==> config.mk <==
export PLATFORM = sky130hd
export DESIGN_NAME = dac_ddr_stream
export DESIGN_NICKNAME = d
export VERILOG_FILES = /design/src/rtl/dac_pkg.sv /design/src/rtl/dac_oddr_bus.sv /design/src/rtl/dac_ddr_stream.sv
export SDC_FILE = /design/constraint.sdc
export NUM_CORES = 1
export LEC_CHECK = 0
export CORE_UTILIZATION = 28
export CTS_BUF_LIST = sky130_fd_sc_hd__clkbuf_4
export CTS_CLUSTER_SIZE = 16
export DETAILED_ROUTE_END_ITERATION = 8
export GPL_ROUTABILITY_DRIVEN = 1
export PLACE_DENSITY = 0.53
export SYNTH_ARGS = -nofsm -noshare
export SYNTH_HDL_FRONTEND = slang
export SYNTH_SLANG_ARGS = --single-unit
==> constraint.sdc <==
create_clock -name clk -period 2.3 [get_ports clk]
set_clock_uncertainty 0.2 [all_clocks]
set_input_delay 0.46 -clock clk [delete_from_list [all_inputs] [get_ports clk]]
set_output_delay 0.46 -clock clk [all_outputs]
set_load 0.005 [all_outputs]
==> src/rtl/dac_pkg.sv <==
// Shared types and helpers for the multi-channel DAC DDR stream driver.
package dac_pkg;

  typedef enum logic [1:0] {IDLE, FILL, ACTIVE, DRAIN} dac_state_e;

  localparam logic [1:0] TP_STREAM = 2'd0;
  localparam logic [1:0] TP_RAMP   = 2'd1;
  localparam logic [1:0] TP_SQUARE = 2'd2;

  // Two's-complement zero after the format map, zero-extended to 32 bits.
  function automatic logic [31:0] midscale(input int width, input logic offset_bin);
    return offset_bin ? (32'd1 << (width - 1)) : 32'd0;
  endfunction

  // Offset binary is two's complement with the sample MSB inverted.
  function automatic logic [31:0] fmt_map(input logic [31:0] sample, input int width,
                                          input logic offset_bin);
    return sample ^ midscale(width, offset_bin);
  endfunction

endpackage

==> src/rtl/dac_oddr_bus.sv <==
// WIDTH-bit bank of ODDR2-equivalent cells: D0 on the rising edge of C0 (clk),
// D1 on the rising edge of C1 (inverted clk), pin follows the most recent edge.
module dac_oddr_bus #(
  parameter int WIDTH = 14
) (
  input  logic             clk,
  input  logic             r,
  input  logic [WIDTH-1:0] d0,
  input  logic [WIDTH-1:0] d1,
  output logic [WIDTH-1:0] q
);

  logic c1;
  assign c1 = ~clk;

  for (genvar b = 0; b < WIDTH; b++) begin : g_bit
    logic q_rise;
    logic q_fall;

    always_ff @(posedge clk) begin
      if (r) q_rise <= 1'b0;
      else   q_rise <= d0[b];
    end

    always_ff @(posedge c1) begin
      if (r) q_fall <= 1'b0;
      else   q_fall <= d1[b];
    end

    assign q[b] = clk ? q_rise : q_fall;
  end

endmodule

==> src/rtl/dac_ddr_stream.sv <==
// Multi-channel valid/ready DAC stream driver with DDR pin output.
// Optional test patterns are built when DAC_TEST_PATTERN_EN is defined.
module dac_ddr_stream
  import dac_pkg::*;
#(
  parameter int WIDTH        = 14,
  parameter int CHANNELS     = 2,
  parameter int DDR_MODE     = 0,
  parameter int PIPE         = 1,
  parameter int DRAIN_CYCLES = 4,
  parameter int CNT_W        = 16
) (
  input  logic                       clk,
  input  logic                       reset,
  input  logic                       en,
  input  logic                       fmt_offset_bin,
`ifdef DAC_TEST_PATTERN_EN
  input  logic [1:0]                 tp_sel,
`endif
  input  logic                       in_valid,
  input  logic [CHANNELS*WIDTH-1:0]  in_data,
  output logic                       in_ready,
  output logic                       active,
  output logic [CNT_W-1:0]           underrun_cnt,
  output logic [(DDR_MODE != 0 ? CHANNELS/2 : CHANNELS)*WIDTH-1:0] out
);

  localparam int NB  = (DDR_MODE != 0) ? CHANNELS / 2 : CHANNELS;
  localparam int DCW = $clog2(DRAIN_CYCLES) + 1;

  dac_state_e            state;
  logic [DCW-1:0]        drain_cnt;
  logic [CHANNELS*WIDTH-1:0] held;
  logic [WIDTH-1:0]      ms_code;
  logic [WIDTH-1:0]      sel_word [CHANNELS];
  logic [WIDTH-1:0]      cap_next [CHANNELS];
  logic [WIDTH-1:0]      pipe     [PIPE+1][CHANNELS];
  logic                  use_mid;
  logic                  pattern_mode;
  logic                  xfer;
  logic                  live;
  logic                  underrun;

  // en qualifies the handshake so a word offered while the stream is closing is left untouched.
  assign xfer     = in_valid & in_ready & en;
  assign live     = (state == ACTIVE) & en;
  assign underrun = live & ~in_valid & ~pattern_mode;
  assign ms_code  = WIDTH'(midscale(WIDTH, fmt_offset_bin));

`ifdef DAC_TEST_PATTERN_EN
  localparam logic [WIDTH-1:0] SQ_POS = {1'b0, {(WIDTH-1){1'b1}}};
  localparam logic [WIDTH-1:0] SQ_NEG = {1'b1, {(WIDTH-1){1'b0}}};

  logic [WIDTH-1:0] ramp_cnt;
  logic [3:0]       sq_cnt;
  logic [WIDTH-1:0] pat_word [CHANNELS];

  assign pattern_mode = (tp_sel == TP_RAMP) || (tp_sel == TP_SQUARE);

  always_ff @(posedge clk) begin
    if (reset) begin
      ramp_cnt <= '0;
      sq_cnt   <= '0;
    end else if (live) begin
      ramp_cnt <= ramp_cnt + WIDTH'(1);
      sq_cnt   <= sq_cnt + 4'd1;
    end
  end

  always_comb begin
    for (int k = 0; k < CHANNELS; k++) begin
      if (tp_sel == TP_RAMP) pat_word[k] = ramp_cnt + (WIDTH'(k) << (WIDTH - 3));
      else                   pat_word[k] = sq_cnt[3] ? SQ_NEG : SQ_POS;
    end
  end
`else
  assign pattern_mode = 1'b0;
`endif

  // Capture source: fresh word, held word on underrun, pattern, or midscale otherwise.
  always_comb begin
    use_mid = 1'b1;
    for (int k = 0; k < CHANNELS; k++) sel_word[k] = held[k*WIDTH +: WIDTH];
    if (pattern_mode) begin
`ifdef DAC_TEST_PATTERN_EN
      if (live) begin
        use_mid = 1'b0;
        for (int k = 0; k < CHANNELS; k++) sel_word[k] = pat_word[k];
      end
`endif
    end else if (xfer) begin
      use_mid = 1'b0;
      for (int k = 0; k < CHANNELS; k++) sel_word[k] = in_data[k*WIDTH +: WIDTH];
    end else if (live) begin
      use_mid = 1'b0;
    end
    for (int k = 0; k < CHANNELS; k++)
      cap_next[k] = use_mid ? ms_code
                            : WIDTH'(fmt_map(32'(sel_word[k]), WIDTH, fmt_offset_bin));
  end

  // Enable sequencer; in_ready and active are registered from the next state.
  always_ff @(posedge clk) begin
    if (reset) begin
      state     <= IDLE;
      drain_cnt <= '0;
      in_ready  <= 1'b0;
      active    <= 1'b0;
    end else begin
      case (state)
        IDLE: begin
          if (en) begin
            state    <= FILL;
            in_ready <= 1'b1;
          end
        end
        FILL: begin
          if (!en) begin
            state    <= IDLE;
            in_ready <= 1'b0;
          end else if (xfer) begin
            state  <= ACTIVE;
            active <= 1'b1;
          end
        end
        ACTIVE: begin
          if (!en) begin
            state     <= DRAIN;
            drain_cnt <= '0;
            in_ready  <= 1'b0;
            active    <= 1'b0;
          end
        end
        DRAIN: begin
          if (drain_cnt == DCW'(DRAIN_CYCLES - 1)) begin
            state    <= en ? FILL : IDLE;
            in_ready <= en;
          end else begin
            drain_cnt <= drain_cnt + DCW'(1);
          end
        end
        default: begin
          state    <= IDLE;
          in_ready <= 1'b0;
          active   <= 1'b0;
        end
      endcase
    end
  end

  always_ff @(posedge clk) begin
    if (reset) begin
      held         <= '0;
      underrun_cnt <= '0;
    end else begin
      if (xfer && !pattern_mode) held <= in_data;
      if (underrun && underrun_cnt != '1) underrun_cnt <= underrun_cnt + CNT_W'(1);
    end
  end

  // Stage 0 is the capture register; stage PIPE feeds the ODDR D inputs.
  always_ff @(posedge clk) begin
    if (reset) begin
      for (int s = 0; s <= PIPE; s++)
        for (int k = 0; k < CHANNELS; k++) pipe[s][k] <= ms_code;
    end else begin
      for (int k = 0; k < CHANNELS; k++) pipe[0][k] <= cap_next[k];
      for (int s = 1; s <= PIPE; s++)
        for (int k = 0; k < CHANNELS; k++) pipe[s][k] <= pipe[s-1][k];
    end
  end

  for (genvar j = 0; j < NB; j++) begin : g_bus
    logic [WIDTH-1:0] d0;
    logic [WIDTH-1:0] d1;

    if (DDR_MODE != 0) begin : g_pair
      assign d0 = pipe[PIPE][2*j];
      assign d1 = pipe[PIPE][2*j+1];
    end else begin : g_repl
      assign d0 = pipe[PIPE][j];
      assign d1 = pipe[PIPE][j];
    end

    dac_oddr_bus #(.WIDTH(WIDTH)) u_bus (
      .clk (clk),
      .r   (1'b0),
      .d0  (d0),
      .d1  (d1),
      .q   (out[j*WIDTH +: WIDTH])
    );
  end

endmodule

* Yosys cells after proc, flatten, opt, wreduce, memory -nomap -nowiden *
Memory sizes are Yosys's and may differ from the RTL's.
Index checks and enable logic that the tools add are counted.

word-level totals
  register bits after elaboration = 107
  RAM bits = 56
  bits of input ports = 33
  output and inout bits = 46
  logic and storage cells = 156
  memories = 1

memory list
  memory  depth  bits a word  read ports  clocked after memory_dff  wr ports  RTL line              text
  pipe    2      28           2           0                         2         dac_ddr_stream.sv:37  logic [WIDTH-1:0] pipe [PIPE+1][CHANNELS];

cells by class
  $add $sub $neg = 2
  eq/ne operators = 13
  mux-type cells = 58
  bitwise logic cells = 11
  reduce and logical (&&, ||, !) cells = 9

operator list
  cell                     number
  $mux W14                 7
  $mux W1                  39
  $mux W28                 1
  $xor A14 B14 Y14         2
  $add A16 B1 Y16 const B  1
  $ne A16 B16 Y1 const B   1
  $ne A2 B2 Y1 const B     7
  $mux W2                  5
  $pmux W2 S4              1
  $reduce_and A4 Y1        2
  $mux W3                  2
  $pmux W3 S2              1
  $reduce_and A3 Y1        2
  $and A1 B1 Y1            4
  $eq A2 B2 Y1 const B     2
  $or A1 B1 Y1             4
  $reduce_bool A2 Y1       2
  $add A3 B1 Y3 const B    1
  $eq A3 B2 Y1 const B     1
  $ne A3 B3 Y1 const B     1
  $pmux W1 S3              1
  $eq A2 B1 Y1 const B     1
  $logic_not A2 Y1         1
  $pmux W1 S2              1
  other kinds (3)          3

* Logic depth before layout (Yosys ltp) *
  word-level depth = 6
  depth in mapped cells = 7
  depth with buffers taken out = 6

* By module *
Synthesis repeated with hierarchy kept, for this count alone.

unflattened totals
  cells, all modules = 512
  area, all modules = 5669.2 sq um

by module, submodules not included
  module          times used  cells an instance  area each (sq um)  seq. area each (sq um)
  dac_ddr_stream  1           362                3724.8             2142.1
  dac_oddr_bus    2           75                 972.2              560.5

==> flow_metrics.env <==
export IMPL_status="finished, violations left"
export IMPL_failed_checks="setup timing"
export IMPL_grt_pass1_wl_um=16800
export IMPL_die_h_um=138
export IMPL_final_common_cell="dfxtp_1"
export IMPL_fin_area_um2=7080
export IMPL_synthFlopType="dfxtp_1"
export IMPL_r2r_slack_ns=0.09
export IMPL_setup_viol=28
export IMPL_r2r_end="underrun_cnt[15]"
export IMPL_arrival_ns=2.48
export IMPL_die_area_um2=19000
export IMPL_min_path_cells=3
export IMPL_fin_nets=640
export IMPL_cts_tree="done"
export IMPL_leakage_nw=3.18
export IMPL_wl_met1_um=4340
export IMPL_drive_gt1_frac=0.263
export IMPL_clk_pin_slew_ns=0.16
export IMPL_dieWidth_um=138
export IMPL_worst_pin_slew_ns=0.577
export IMPL_cap_violations=0
export IMPL_crit_slowest_cell="dfxtp_1"
export IMPL_reg2reg_depth=6
export IMPL_worstHoldStart="reset"
export IMPL_hold_end="underrun_cnt[7]"
export IMPL_final_cell_mix="dfxtp_1, nor2_1, clkdlybuf4s50_1"
export IMPL_overflow=0
export IMPL_crit_required_ns=1.64
export IMPL_dr_pass1_iters=4
export IMPL_highest_layer="met4"
export IMPL_synth_avg_cell_area_um2=11.5
export IMPL_rsz0062_at_grt="true"
export IMPL_drtAntennaViolNets=0
export IMPL_layout_setup_ws_ns=-0.842
export IMPL_finalPower_w=0.00592
export IMPL_start_kind="flop"
export IMPL_fin_tns_setup_ns=-23.16
export IMPL_hold_ws_ns=0.0978
export IMPL_synth_cells=451
export IMPL_grt_max_degree=54
export IMPL_synth_distinct_cells=41
export IMPL_crit_chain="mux2_4 > buf_6"
export IMPL_ir_worst_vdd_mv=0.353
export IMPL_drt_iter0_drc=84
export IMPL_dr_wl_met2_um=5380
export IMPL_synth_ff_latch_count=163
export IMPL_synth_warnings=0
export IMPL_remaining_drc_errors=0
export IMPL_rows=49
export IMPL_synth_edf_count=0
export IMPL_syn_nets=492
export IMPL_wire_per_inst_um=12.7
export IMPL_clk_insertion_delay_late_ns=0.65
export IMPL_register_area_um2=3330
export IMPL_dp_hpwl_um=6770
export IMPL_track_usage=0.118
export IMPL_route_met3_wl_um=533
export IMPL_diodes=0
export IMPL_first_global_vias=3805
export IMPL_ys_seq_area_frac=0.631
export IMPL_power_density_nw_per_um2=836
export IMPL_placed_cell_area_um2=6300
export IMPL_reg2reg_from="state[0]"
export IMPL_hold_class="in2reg"
export IMPL_synthArstFlopShare=0
export IMPL_wirelength_um=10700
export IMPL_design_core_area_um2=18000
export IMPL_area_growth_pct=37.0
export IMPL_start_util=0.287
export IMPL_crit_fanout=1
export IMPL_antenna_found_initial=0
export IMPL_slew_viol_final=0
export IMPL_nFillCells=1774
export IMPL_multi_input_area_um2=1860
export IMPL_max_stage_delay_ns=0.30
export IMPL_gp_congestion=0.760
export IMPL_via_count=3690
export IMPL_worstSetupPathType="reg2out"
export IMPL_port_buffers=78
export IMPL_drt_vias_per_instance=4.37
export IMPL_syn_cell_area_um2=5170
export IMPL_io_pins=79
export IMPL_cp_end_kind="output port"
export IMPL_relSlewSlack=0.616
export IMPL_finalHoldViolCount=0
[through the flow]
stage                     setup WS (ns)   util  cells
final                            -0.842  0.393    845
after global routing             -0.961  0.393    845
after CTS                        -0.910  0.381    834
after detailed placement         -0.475  0.350    755
after global placement           -0.458  0.350    755
after floorplan                 -0.0816      -    451
[layout make-up]
type,instances,share of cell area
clock inverters,47,0.0417
well taps,229,0.0405
repair buffers,84,0.111
flip-flops and latches,163,0.470
inverters,9,0.00477
multi-input cells,256,0.263
clock buffers,57,0.0691
[logic make-up (layout without fill, tap and decap cells)]
group | Yosys count | in the layout | synth area share
mux | 57 | 57 | 0.117
compound gates | 49 | 49 | 0.0601
flops | 163 | 163 | 0.631
simple gates | 140 | 140 | 0.142
fa+ha+maj | 8 | 8 | 0.0194
buf+inv | 32 | 197 | 0.0264
xor+xnor | 2 | 2 | 0.00339
[registers in the layout (all words and copies together) (netlist names)]
signal                    flops
active                        1
drain_cnt                     3
g_bus.u_bus.g_bit.q_fall     28
g_bus.u_bus.g_bit.q_rise     28
held                         28
in_ready                      1
pipe                         56
state                         2
underrun_cnt                 16
[worst max-delay path by stage]
stage | start | to
3_5_place_dp | g_bus[1].u_bus.g_bit[12].q_fall | out[26]
4_1_cts | g_bus[1].u_bus.g_bit[13].q_fall | out[27]
5_1_grt | g_bus[0].u_bus.g_bit[7].q_fall | out[7]
6_report | g_bus[1].u_bus.g_bit[3].q_fall | out[17]
2_1_floorplan | clk | out[0]
3_3_place_gp | g_bus[1].u_bus.g_bit[12].q_fall | out[26]
[routing by layer]
metal,track usage,vias to the layer above
met5,0,-
met4,0.130,0
met2,0.176,88
li1,-,1859
met1,0.119,1708
met3,0.0497,35
[report_power, final]
part | switching, W | total (W) | internal, W | leakage [nW]
logic | 0.000142 | 0.000283 | 0.000141 | 1.11
registers | 0.0000274 | 0.00289 | 0.00286 | 1.33
clock network | 0.00161 | 0.00275 | 0.00113 | 0.739
[critical path, delay by kind of cell, from the launching register on]
family | cells | cell delay (ns)
mux | 1 | 0.27
flops | 1 | 0.30
buf+inv | 1 | 0.11
[Yosys cell counts, drive strengths merged, types with 3 or more instances]
| cell | count | area (µm²) |
|---|---|---|
| dfxtp | 163 | 3260 |
| nor2 | 59 | 221 |
| mux2i | 29 | 290 |
| o21ai | 8 | 40.0 |
| clkbuf | 15 | 56.3 |
| mux2 | 28 | 315 |
| o31ai | 11 | 82.6 |
| and3 | 3 | 18.8 |
| nand4 | 6 | 37.5 |
| or4 | 10 | 75.1 |
| ha | 8 | 100 |
| buf | 7 | 42.5 |
| a21oi | 19 | 95.1 |
| inv | 10 | 37.5 |
| or3 | 3 | 18.8 |
| nand2 | 11 | 41.3 |
| nand3 | 8 | 40.0 |
| nor2b | 28 | 175 |
| nor4 | 3 | 18.8 |
[timing repair]
action	CTS	global route
gates cloned	0	0
resized for setup	161	34
hold buffers	0	0
endpoints found under the setup margin	45	46
pin swaps	0	0
setup buffers	4	11
No activity file was read; power rests on OpenSTA's default activity.
